===== src/rtl/program_sequencer_if.sv =====
// Program-sequencer bus: the program-load port, the processor status inputs, the
// switch-data/step-clock outputs and the FIFO/sequencer status flags.
`timescale 1ns/1ps
interface program_sequencer_if;
  logic [9:0] WR_Data;
  logic       WR_En;
  logic       Run;
  logic [1:0] Timestep;
  logic       Ext;
  logic       Done;
  logic [9:0] Data_Out;
  logic       Step_Pulse;
  logic [3:0] Count;
  logic       Full;
  logic       Empty;
  logic       Busy;
  logic       Prog_Done;
  logic       Overflow;
  logic       Underflow;

  modport master (
    output WR_Data, WR_En, Run, Timestep, Ext, Done,
    input  Data_Out, Step_Pulse, Count, Full, Empty, Busy, Prog_Done, Overflow, Underflow
  );

  modport slave (
    input  WR_Data, WR_En, Run, Timestep, Ext, Done,
    output Data_Out, Step_Pulse, Count, Full, Empty, Busy, Prog_Done, Overflow, Underflow
  );
endinterface


===== src/rtl/program_sequencer.sv =====
// Feeds queued program words to a simple processor's switch input and generates its
// step clock, popping a word only on steps where the processor consumes data.
`timescale 1ns/1ps
module program_sequencer #(
  parameter int unsigned DEPTH     = 8,
  parameter int unsigned SETUP_CYC = 2,
  parameter int unsigned PULSE_CYC = 4,
  parameter int unsigned GAP_CYC   = 4
) (
  input  logic               Clock_50MHz,
  input  logic               Reset_n,
  program_sequencer_if.slave bus
);

  localparam int unsigned AW      = $clog2(DEPTH);
  localparam int unsigned CNTW    = AW + 1;
  localparam int unsigned MAX_A   = (SETUP_CYC > PULSE_CYC) ? SETUP_CYC : PULSE_CYC;
  localparam int unsigned MAX_CYC = (MAX_A > GAP_CYC) ? MAX_A : GAP_CYC;
  localparam int unsigned CW      = $clog2(MAX_CYC + 1);

  typedef enum logic [1:0] {IDLE, PRESENT, PULSE, GAP} state_t;

  state_t          state_q, state_d;
  logic [CW-1:0]   cnt_q, cnt_d;
  logic            need_q, need_d;
  logic            step_pulse_q, step_pulse_d;
  logic            busy_q, busy_d;
  logic            prog_done_q, prog_done_d;
  logic            overflow_q, overflow_d;
  logic            underflow_q, underflow_d;
  logic            run_q, run_d;
  logic [AW-1:0]   rd_ptr_q, rd_ptr_d;
  logic [AW-1:0]   wr_ptr_q, wr_ptr_d;
  logic [CNTW-1:0] count_q, count_d;
  logic            full_q, full_d;
  logic            empty_q, empty_d;
  logic [9:0]      mem_q [DEPTH];

  logic need_now_c;
  logic pop_c;
  logic wr_ok_c;
  logic underflow_set_c;
  logic run_rise_c;

  // Sequencer: present data, pulse the step clock, then gap and decide what follows.
  always_comb begin
    state_d         = state_q;
    cnt_d           = cnt_q;
    need_d          = need_q;
    prog_done_d     = 1'b0;
    underflow_set_c = 1'b0;
    pop_c           = 1'b0;
    need_now_c      = (bus.Timestep == 2'd0) | bus.Ext;
    case (state_q)
      IDLE: begin
        if (bus.Run && !empty_q) begin
          state_d = PRESENT;
          cnt_d   = '0;
        end
      end
      PRESENT: begin
        if (cnt_q == CW'(SETUP_CYC - 1)) begin
          need_d = need_now_c;
          cnt_d  = '0;
          // Processor wants a word but the program has run out.
          if (need_now_c && empty_q) begin
            state_d = IDLE;
            if (bus.Timestep == 2'd0) prog_done_d = 1'b1;
            else                      underflow_set_c = 1'b1;
          end else begin
            state_d = PULSE;
          end
        end else begin
          cnt_d = cnt_q + CW'(1);
        end
      end
      PULSE: begin
        if (cnt_q == CW'(PULSE_CYC - 1)) begin
          state_d = GAP;
          cnt_d   = '0;
        end else begin
          cnt_d = cnt_q + CW'(1);
        end
      end
      GAP: begin
        // The processor latched the word on the falling step edge; retire it now.
        pop_c = (cnt_q == '0) && need_q && !empty_q;
        if (cnt_q == CW'(GAP_CYC - 1)) begin
          cnt_d = '0;
          if (!bus.Run && (bus.Done || bus.Timestep == 2'd0)) begin
            state_d = IDLE;
          end else if (bus.Done && empty_q) begin
            state_d     = IDLE;
            prog_done_d = 1'b1;
          end else begin
            state_d = PRESENT;
          end
        end else begin
          cnt_d = cnt_q + CW'(1);
        end
      end
      default: state_d = IDLE;
    endcase
  end

  // FIFO bookkeeping and sticky error flags.
  always_comb begin
    wr_ok_c      = bus.WR_En && (!full_q || pop_c);
    rd_ptr_d     = rd_ptr_q + AW'(pop_c);
    wr_ptr_d     = wr_ptr_q + AW'(wr_ok_c);
    count_d      = count_q + CNTW'(wr_ok_c) - CNTW'(pop_c);
    full_d       = (count_d == CNTW'(DEPTH));
    empty_d      = (count_d == '0);
    run_rise_c   = bus.Run && !run_q && (state_q == IDLE);
    run_d        = bus.Run;
    overflow_d   = overflow_q;
    underflow_d  = underflow_q;
    if (run_rise_c) begin
      overflow_d  = 1'b0;
      underflow_d = 1'b0;
    end
    if (bus.WR_En && full_q && !pop_c) overflow_d = 1'b1;
    if (underflow_set_c)               underflow_d = 1'b1;
    step_pulse_d = (state_d == PULSE);
    busy_d       = (state_d != IDLE);
  end

  always_ff @(posedge Clock_50MHz or negedge Reset_n) begin
    if (!Reset_n) begin
      state_q      <= IDLE;
      cnt_q        <= '0;
      need_q       <= 1'b0;
      step_pulse_q <= 1'b0;
      busy_q       <= 1'b0;
      prog_done_q  <= 1'b0;
      overflow_q   <= 1'b0;
      underflow_q  <= 1'b0;
      run_q        <= 1'b0;
      rd_ptr_q     <= '0;
      wr_ptr_q     <= '0;
      count_q      <= '0;
      full_q       <= 1'b0;
      empty_q      <= 1'b1;
    end else begin
      state_q      <= state_d;
      cnt_q        <= cnt_d;
      need_q       <= need_d;
      step_pulse_q <= step_pulse_d;
      busy_q       <= busy_d;
      prog_done_q  <= prog_done_d;
      overflow_q   <= overflow_d;
      underflow_q  <= underflow_d;
      run_q        <= run_d;
      rd_ptr_q     <= rd_ptr_d;
      wr_ptr_q     <= wr_ptr_d;
      count_q      <= count_d;
      full_q       <= full_d;
      empty_q      <= empty_d;
    end
  end

  always_ff @(posedge Clock_50MHz) begin
    if (wr_ok_c) mem_q[wr_ptr_q] <= bus.WR_Data;
  end

  assign bus.Data_Out   = empty_q ? 10'd0 : mem_q[rd_ptr_q];
  assign bus.Step_Pulse = step_pulse_q;
  assign bus.Count      = 4'(count_q);
  assign bus.Full       = full_q;
  assign bus.Empty      = empty_q;
  assign bus.Busy       = busy_q;
  assign bus.Prog_Done  = prog_done_q;
  assign bus.Overflow   = overflow_q;
  assign bus.Underflow  = underflow_q;

endmodule

===== src/flat_wrapper.sv =====
// flat-port wrapper written by rule: the top's interface ports become plain ports
module program_sequencer_flat 
#(
  parameter int unsigned DEPTH     = 8,
  parameter int unsigned SETUP_CYC = 2,
  parameter int unsigned PULSE_CYC = 4,
  parameter int unsigned GAP_CYC   = 4
)
  (Clock_50MHz, Reset_n, bus_WR_Data, bus_WR_En, bus_Run, bus_Timestep, bus_Ext, bus_Done, bus_Data_Out, bus_Step_Pulse, bus_Count, bus_Full, bus_Empty, bus_Busy, bus_Prog_Done, bus_Overflow, bus_Underflow);
  program_sequencer_if bus_i ();
  input  logic Clock_50MHz;
  input  logic Reset_n;
  input wire logic [$bits(bus_i.WR_Data)-1:0] bus_WR_Data;
  input wire logic [$bits(bus_i.WR_En)-1:0] bus_WR_En;
  input wire logic [$bits(bus_i.Run)-1:0] bus_Run;
  input wire logic [$bits(bus_i.Timestep)-1:0] bus_Timestep;
  input wire logic [$bits(bus_i.Ext)-1:0] bus_Ext;
  input wire logic [$bits(bus_i.Done)-1:0] bus_Done;
  output wire logic [$bits(bus_i.Data_Out)-1:0] bus_Data_Out;
  output wire logic [$bits(bus_i.Step_Pulse)-1:0] bus_Step_Pulse;
  output wire logic [$bits(bus_i.Count)-1:0] bus_Count;
  output wire logic [$bits(bus_i.Full)-1:0] bus_Full;
  output wire logic [$bits(bus_i.Empty)-1:0] bus_Empty;
  output wire logic [$bits(bus_i.Busy)-1:0] bus_Busy;
  output wire logic [$bits(bus_i.Prog_Done)-1:0] bus_Prog_Done;
  output wire logic [$bits(bus_i.Overflow)-1:0] bus_Overflow;
  output wire logic [$bits(bus_i.Underflow)-1:0] bus_Underflow;
  assign bus_i.WR_Data = bus_WR_Data;
  assign bus_i.WR_En = bus_WR_En;
  assign bus_i.Run = bus_Run;
  assign bus_i.Timestep = bus_Timestep;
  assign bus_i.Ext = bus_Ext;
  assign bus_i.Done = bus_Done;
  assign bus_Data_Out = bus_i.Data_Out;
  assign bus_Step_Pulse = bus_i.Step_Pulse;
  assign bus_Count = bus_i.Count;
  assign bus_Full = bus_i.Full;
  assign bus_Empty = bus_i.Empty;
  assign bus_Busy = bus_i.Busy;
  assign bus_Prog_Done = bus_i.Prog_Done;
  assign bus_Overflow = bus_i.Overflow;
  assign bus_Underflow = bus_i.Underflow;
  program_sequencer #(.DEPTH(DEPTH), .SETUP_CYC(SETUP_CYC), .PULSE_CYC(PULSE_CYC), .GAP_CYC(GAP_CYC)) u_core (.Clock_50MHz(Clock_50MHz), .Reset_n(Reset_n), .bus(bus_i));
endmodule

===== config.mk =====
export PLATFORM = sky130hd
export DESIGN_NAME = program_sequencer_flat
export DESIGN_NICKNAME = d
export VERILOG_FILES = /design/src/rtl/program_sequencer_if.sv /design/src/rtl/program_sequencer.sv /design/src/flat_wrapper.sv
export SDC_FILE = /design/constraint.sdc
export NUM_CORES = 1
export LEC_CHECK = 0
export BUFFER_PORTS_ARGS = -buffer_cell sky130_fd_sc_hd__buf_2
export CORE_AREA = 2 2 92 94
export CTS_BUF_LIST = sky130_fd_sc_hd__clkbuf_8
export DETAILED_ROUTE_END_ITERATION = 10
export DIE_AREA = 0 0 94 96
export HOLD_SLACK_MARGIN = 0.12
export PLACE_DENSITY_LB_ADDON = 0.12
export SLEW_MARGIN = 30
export SYNTH_ARGS = -nofsm -noshare
export SYNTH_HDL_FRONTEND = slang
export SYNTH_SLANG_ARGS = --single-unit

===== constraint.sdc =====
create_clock -name Clock_50MHz -period 3.71 [get_ports Clock_50MHz]
set_clock_uncertainty 0.05 [all_clocks]
set_input_delay 0.742 -clock Clock_50MHz [delete_from_list [all_inputs] [get_ports Clock_50MHz]]
set_output_delay 0.742 -clock Clock_50MHz [all_outputs]
set_load 0.005 [all_outputs]

==> results summary <==
After the first detailed-routing iteration, the DRC count stood at 118. The mean routed wirelength per cell is 18.6 µm. The Yosys step of the flow raised 0 warnings. The number of hold violations in the final report came out at 0.

The net total in the final layout came out at 317. The global-route usage over all layers is 18.1%. The number of iterations in the first detailed-routing pass is 4. The worst setup path is launched from a flop. The most common cell in the synthesized netlist is sky130_fd_sc_hd__edfxtp_1. The endpoint identified for the worst register-to-register timing path is u_core.bus.Full$_DFF_PN0_.

At the worst endpoint, the arrival time is 2.10 ns. The worst setup slack for register-to-register paths came out at 1.07 ns. Entering global routing, the biggest net connects 25 pins. The number of max-slew violations in the final report came to 0.

The remaining antenna violation count after routing came out at 0. The aggregate negative setup slack came out at 0 ns. The TritonCTS buffer count is 9. The capturing instance or port of the critical path is bus_Data_Out[0]. The hold buffer count at cts came out at 0. The aggregate routed wire length came out at 7370 µm. The fraction of post-synthesis cell area in the top cell type by area came out at 57.1%. The number of levels the H-tree was split into is 3. The total of max-cap violations is 0. Setup repair after global routing left no endpoint under its margin. The post-cts gate resize count is 0. The y dimension of the die is 96 µm. The mean cell area of the mapped netlist is 18.1 µm².

The run finished with clean final reports. The sequential fraction of the synthesis area came out at 71.4%. The post-layout instance count excluding filler cells is 397. The number of buffers inserted by port buffering is 38. The ratio of routed vias to standard cells came out at 5.39. Among all flip-flop cells after synthesis, the most frequent one is sky130_fd_sc_hd__edfxtp_1. The number of instances in the synthesized netlist came out at 232.

The number of antenna violations at the first check in global routing was 1. Counting flops with a built-in enable in the synthesized netlist gives 80. The floorplan die area is 9020 µm². The post-layout instance area came out at 4780 µm².

In this run, placement finished with an instance count of 381. The synthesized design spends more area on one cell type than any other, namely sky130_fd_sc_hd__edfxtp_1. The starting utilization of the core area came out at 52.2%. IR analysis of the VDD net gives a maximum drop of 0.000413 V. The number of vias after detailed routing came out at 2,141. The detailed placement HPWL came out at 5010 µm.

The slowest stage of the critical path is the sky130_fd_sc_hd__mux4_1 cell. The floorplan row count is 33. The maximum number of buffers from clock root to sink came out at 2. The die is 94 µm wide. The total number of clock tree sinks came out at 104. The cell sitting at the root of the clock tree is a sky130_fd_sc_hd__clkbuf_8. The final critical path time including I/O delays and setup is 2.89 ns. The actual slew at the worst max-slew pin came out at 0.696 ns. The maximum fanout count along the critical path is 20. The data required time of the worst path is 2.92 ns. The leakage power is 1.82 nW. The remaining design rule violation count came out at 0. The clock edge transition at the registers on the reported setup and hold paths came out at 0.09 ns. The signed area change from the synthesized netlist to the final layout is 13.7%.

The post-synth design cell area came out at 4210 µm². The kind of capture point of the worst setup path is an output port. The total cell area at the placement stage came out at 4590 µm². The number of cell instances on the worst register-to-register path is 12.

The number of antenna diodes in the final layout is 0. The core box area is 8050 µm². The total power density per cell area is 743 nW/µm².

The CTS tree is done. The count of buffers added by post-CTS timing repair for setup came out at 0. The number of library cell types mapped by synthesis is 38. For this run, the slowest stage of the critical path takes 0.60 ns. When the netlist entered floorplanning its net count stood at 262. The worst hold path belongs to the class in2async. The first global-routing pass estimated 11,800 µm of wire. In this run the worst setup path begins at u_core.rd_ptr_q[0]$_DFF_PN0_. The critical path in this run is classified as reg2out.

In the final layout, the share of cells above drive strength 1 is 28.8%. The worst pin sits at a relative slew slack of 53.3%. Global routing finished with a remaining overflow of 0. The number of top-level design ports is 39. The via count of the first global-routing pass came out at 2,222. The number of synthesized register bits is 104. Yosys attributes the largest share of cell area to sky130_fd_sc_hd__edfxtp_1 (57%), sky130_fd_sc_hd__dfrtp_1 (14%), sky130_fd_sc_hd__mux4_2 (8.6%), sky130_fd_sc_hd__ha_1 (3.3%), sky130_fd_sc_hd__mux4_1 (2.5%). The startpoint of the lowest-slack register-to-register path is u_core.cnt_q[0]$_DFFE_PN0P_.

Dividing the final minimum period by the clock period gives 77.8%. The signal on the critical path passes through buf_4 > mux4_1 > a22o_1 > buf_2. The maximum operating frequency is 346 MHz. The post-synthesis async set-or-reset flop share is 23.1%. The final weighted congestion in routability-driven placement is 0.801. Counting instances in the post-synthesis netlist gives the leading cell types as sky130_fd_sc_hd__edfxtp_1 (80), sky130_fd_sc_hd__dfrtp_1 (23), sky130_fd_sc_hd__mux4_2 (16), sky130_fd_sc_hd__inv_1 (14), sky130_fd_sc_hd__nor2_1 (12). The final number of setup-violating endpoints came out at 0. At the later pin of the worst-skew pair, clock insertion delay measures 0.36 ns.
==> critical path: cells and delay by family, from the launching register on <==
kind	cells	cell delay (ns)
muxes	1	0.60
buffers and inverters	2	0.50
DFF	1	0.39
AOI/OAI and AO/OA	1	0.25
==> worst min path at each step <==
stage,start,end,depth (start not counted)
CTS,Reset_n,u_core.need_q$_DFFE_PN0P_,1
detailed placement,u_core.bus.Underflow$_DFFE_PN0P_,u_core.bus.Underflow$_DFFE_PN0P_,2
global route,Reset_n,u_core.bus.Underflow$_DFFE_PN0P_,1
finish,Reset_n,u_core.need_q$_DFFE_PN0P_,1
global placement,u_core.bus.Underflow$_DFFE_PN0P_,u_core.bus.Underflow$_DFFE_PN0P_,2
floorplan,Reset_n,u_core.bus.Busy$_DFF_PN0_,0
==> routing by layer <==
metal,vias to the layer above,wire (µm),global-route usage (%)
li1,1014,-,-
met1,1070,3340,25.1
met2,48,3610,29.4
met3,7,342,3.92
met4,2,68,5.43
met5,-,12,0
==> registers in the layout, indices dropped and copies added, names as in the netlist <==
name and count:
u_core.bus.Overflow 1, u_core.cnt_q 3, u_core.bus.Empty 1, u_core.bus.Count 4, u_core.bus.Full 1, u_core.bus.Step_Pulse 1, u_core.bus.Underflow 1, u_core.bus.Prog_Done 1
u_core.need_q 1, u_core.run_q 1, u_core.state_q 2, u_core.rd_ptr_q 3, u_core.mem_q 80, u_core.bus.Busy 1, u_core.wr_ptr_q 3
==> cell usage in the layout, fill, tap and decap left out, types with 2 or more instances in the layout <==
cell and n:
sky130_fd_sc_hd__a21oi_1 6, sky130_fd_sc_hd__clkbuf_8 9, sky130_fd_sc_hd__ha_1 11, sky130_fd_sc_hd__or3_1 2, sky130_fd_sc_hd__mux4_1 4, sky130_fd_sc_hd__xor2_1 2, sky130_fd_sc_hd__clkinvlp_4 2, sky130_fd_sc_hd__inv_1 15
sky130_fd_sc_hd__nand3_1 2, sky130_fd_sc_hd__buf_2 38, sky130_fd_sc_hd__dfrtp_1 23, sky130_fd_sc_hd__mux4_2 16, sky130_fd_sc_hd__o21ai_0 4, sky130_fd_sc_hd__nand2b_1 2, sky130_fd_sc_hd__buf_4 12, sky130_fd_sc_hd__nor3_1 5
sky130_fd_sc_hd__nor2b_1 3, sky130_fd_sc_hd__edfxtp_1 80, sky130_fd_sc_hd__nand2_1 8, sky130_fd_sc_hd__xnor2_1 5, sky130_fd_sc_hd__nor2_1 12, sky130_fd_sc_hd__a22o_1 11
==> area by class of cell <==
type | instances | area (µm²)
inverter | 14 | 52.6
timing repair buffer | 50 | 280
tap | 105 | 131
fill | 608 | 3270
clock buffer | 9 | 124
clock inverter | 7 | 72.6
sequential | 104 | 3000
multi-input combinational | 108 | 1120
==> power breakdown <==
group / switching (mW) / total [mW] / internal [mW]
Clock: 0.377 / 0.691 / 0.313
Combinational: 0.611 / 1.23 / 0.619
Sequential: 0.131 / 1.63 / 1.50
==> stage by stage <==
step	power [mW]	utilization [%]	hold slack, ns	setup WS [ns]
final	3.55	59.4	0.302	0.823
after detailed placement	2.92	57.0	0.410	1.06
after global routing	3.79	59.4	0.341	0.682
after global placement	2.89	57.0	0.402	1.14
after floorplan	2.50	-	0.396	1.20
after CTS	3.60	59.4	0.309	0.771
==> logic make-up (layout without fill, tap and decap cells) <==
family / count (synthesis) / count (layout) / share of synthesized area [%]
XOR/XNOR: 7 / 7 / 1.46
AND/OR/NAND/NOR: 40 / 40 / 4.97
adder cells (fa/ha/maj): 12 / 12 / 3.75
buffers and inverters: 20 / 80 / 2.17
flip-flops: 104 / 104 / 71.4
AO/OA/AOI/OAI: 27 / 27 / 4.67
multiplexers: 22 / 22 / 11.6
No activity file was read; power rests on OpenSTA's default activity.
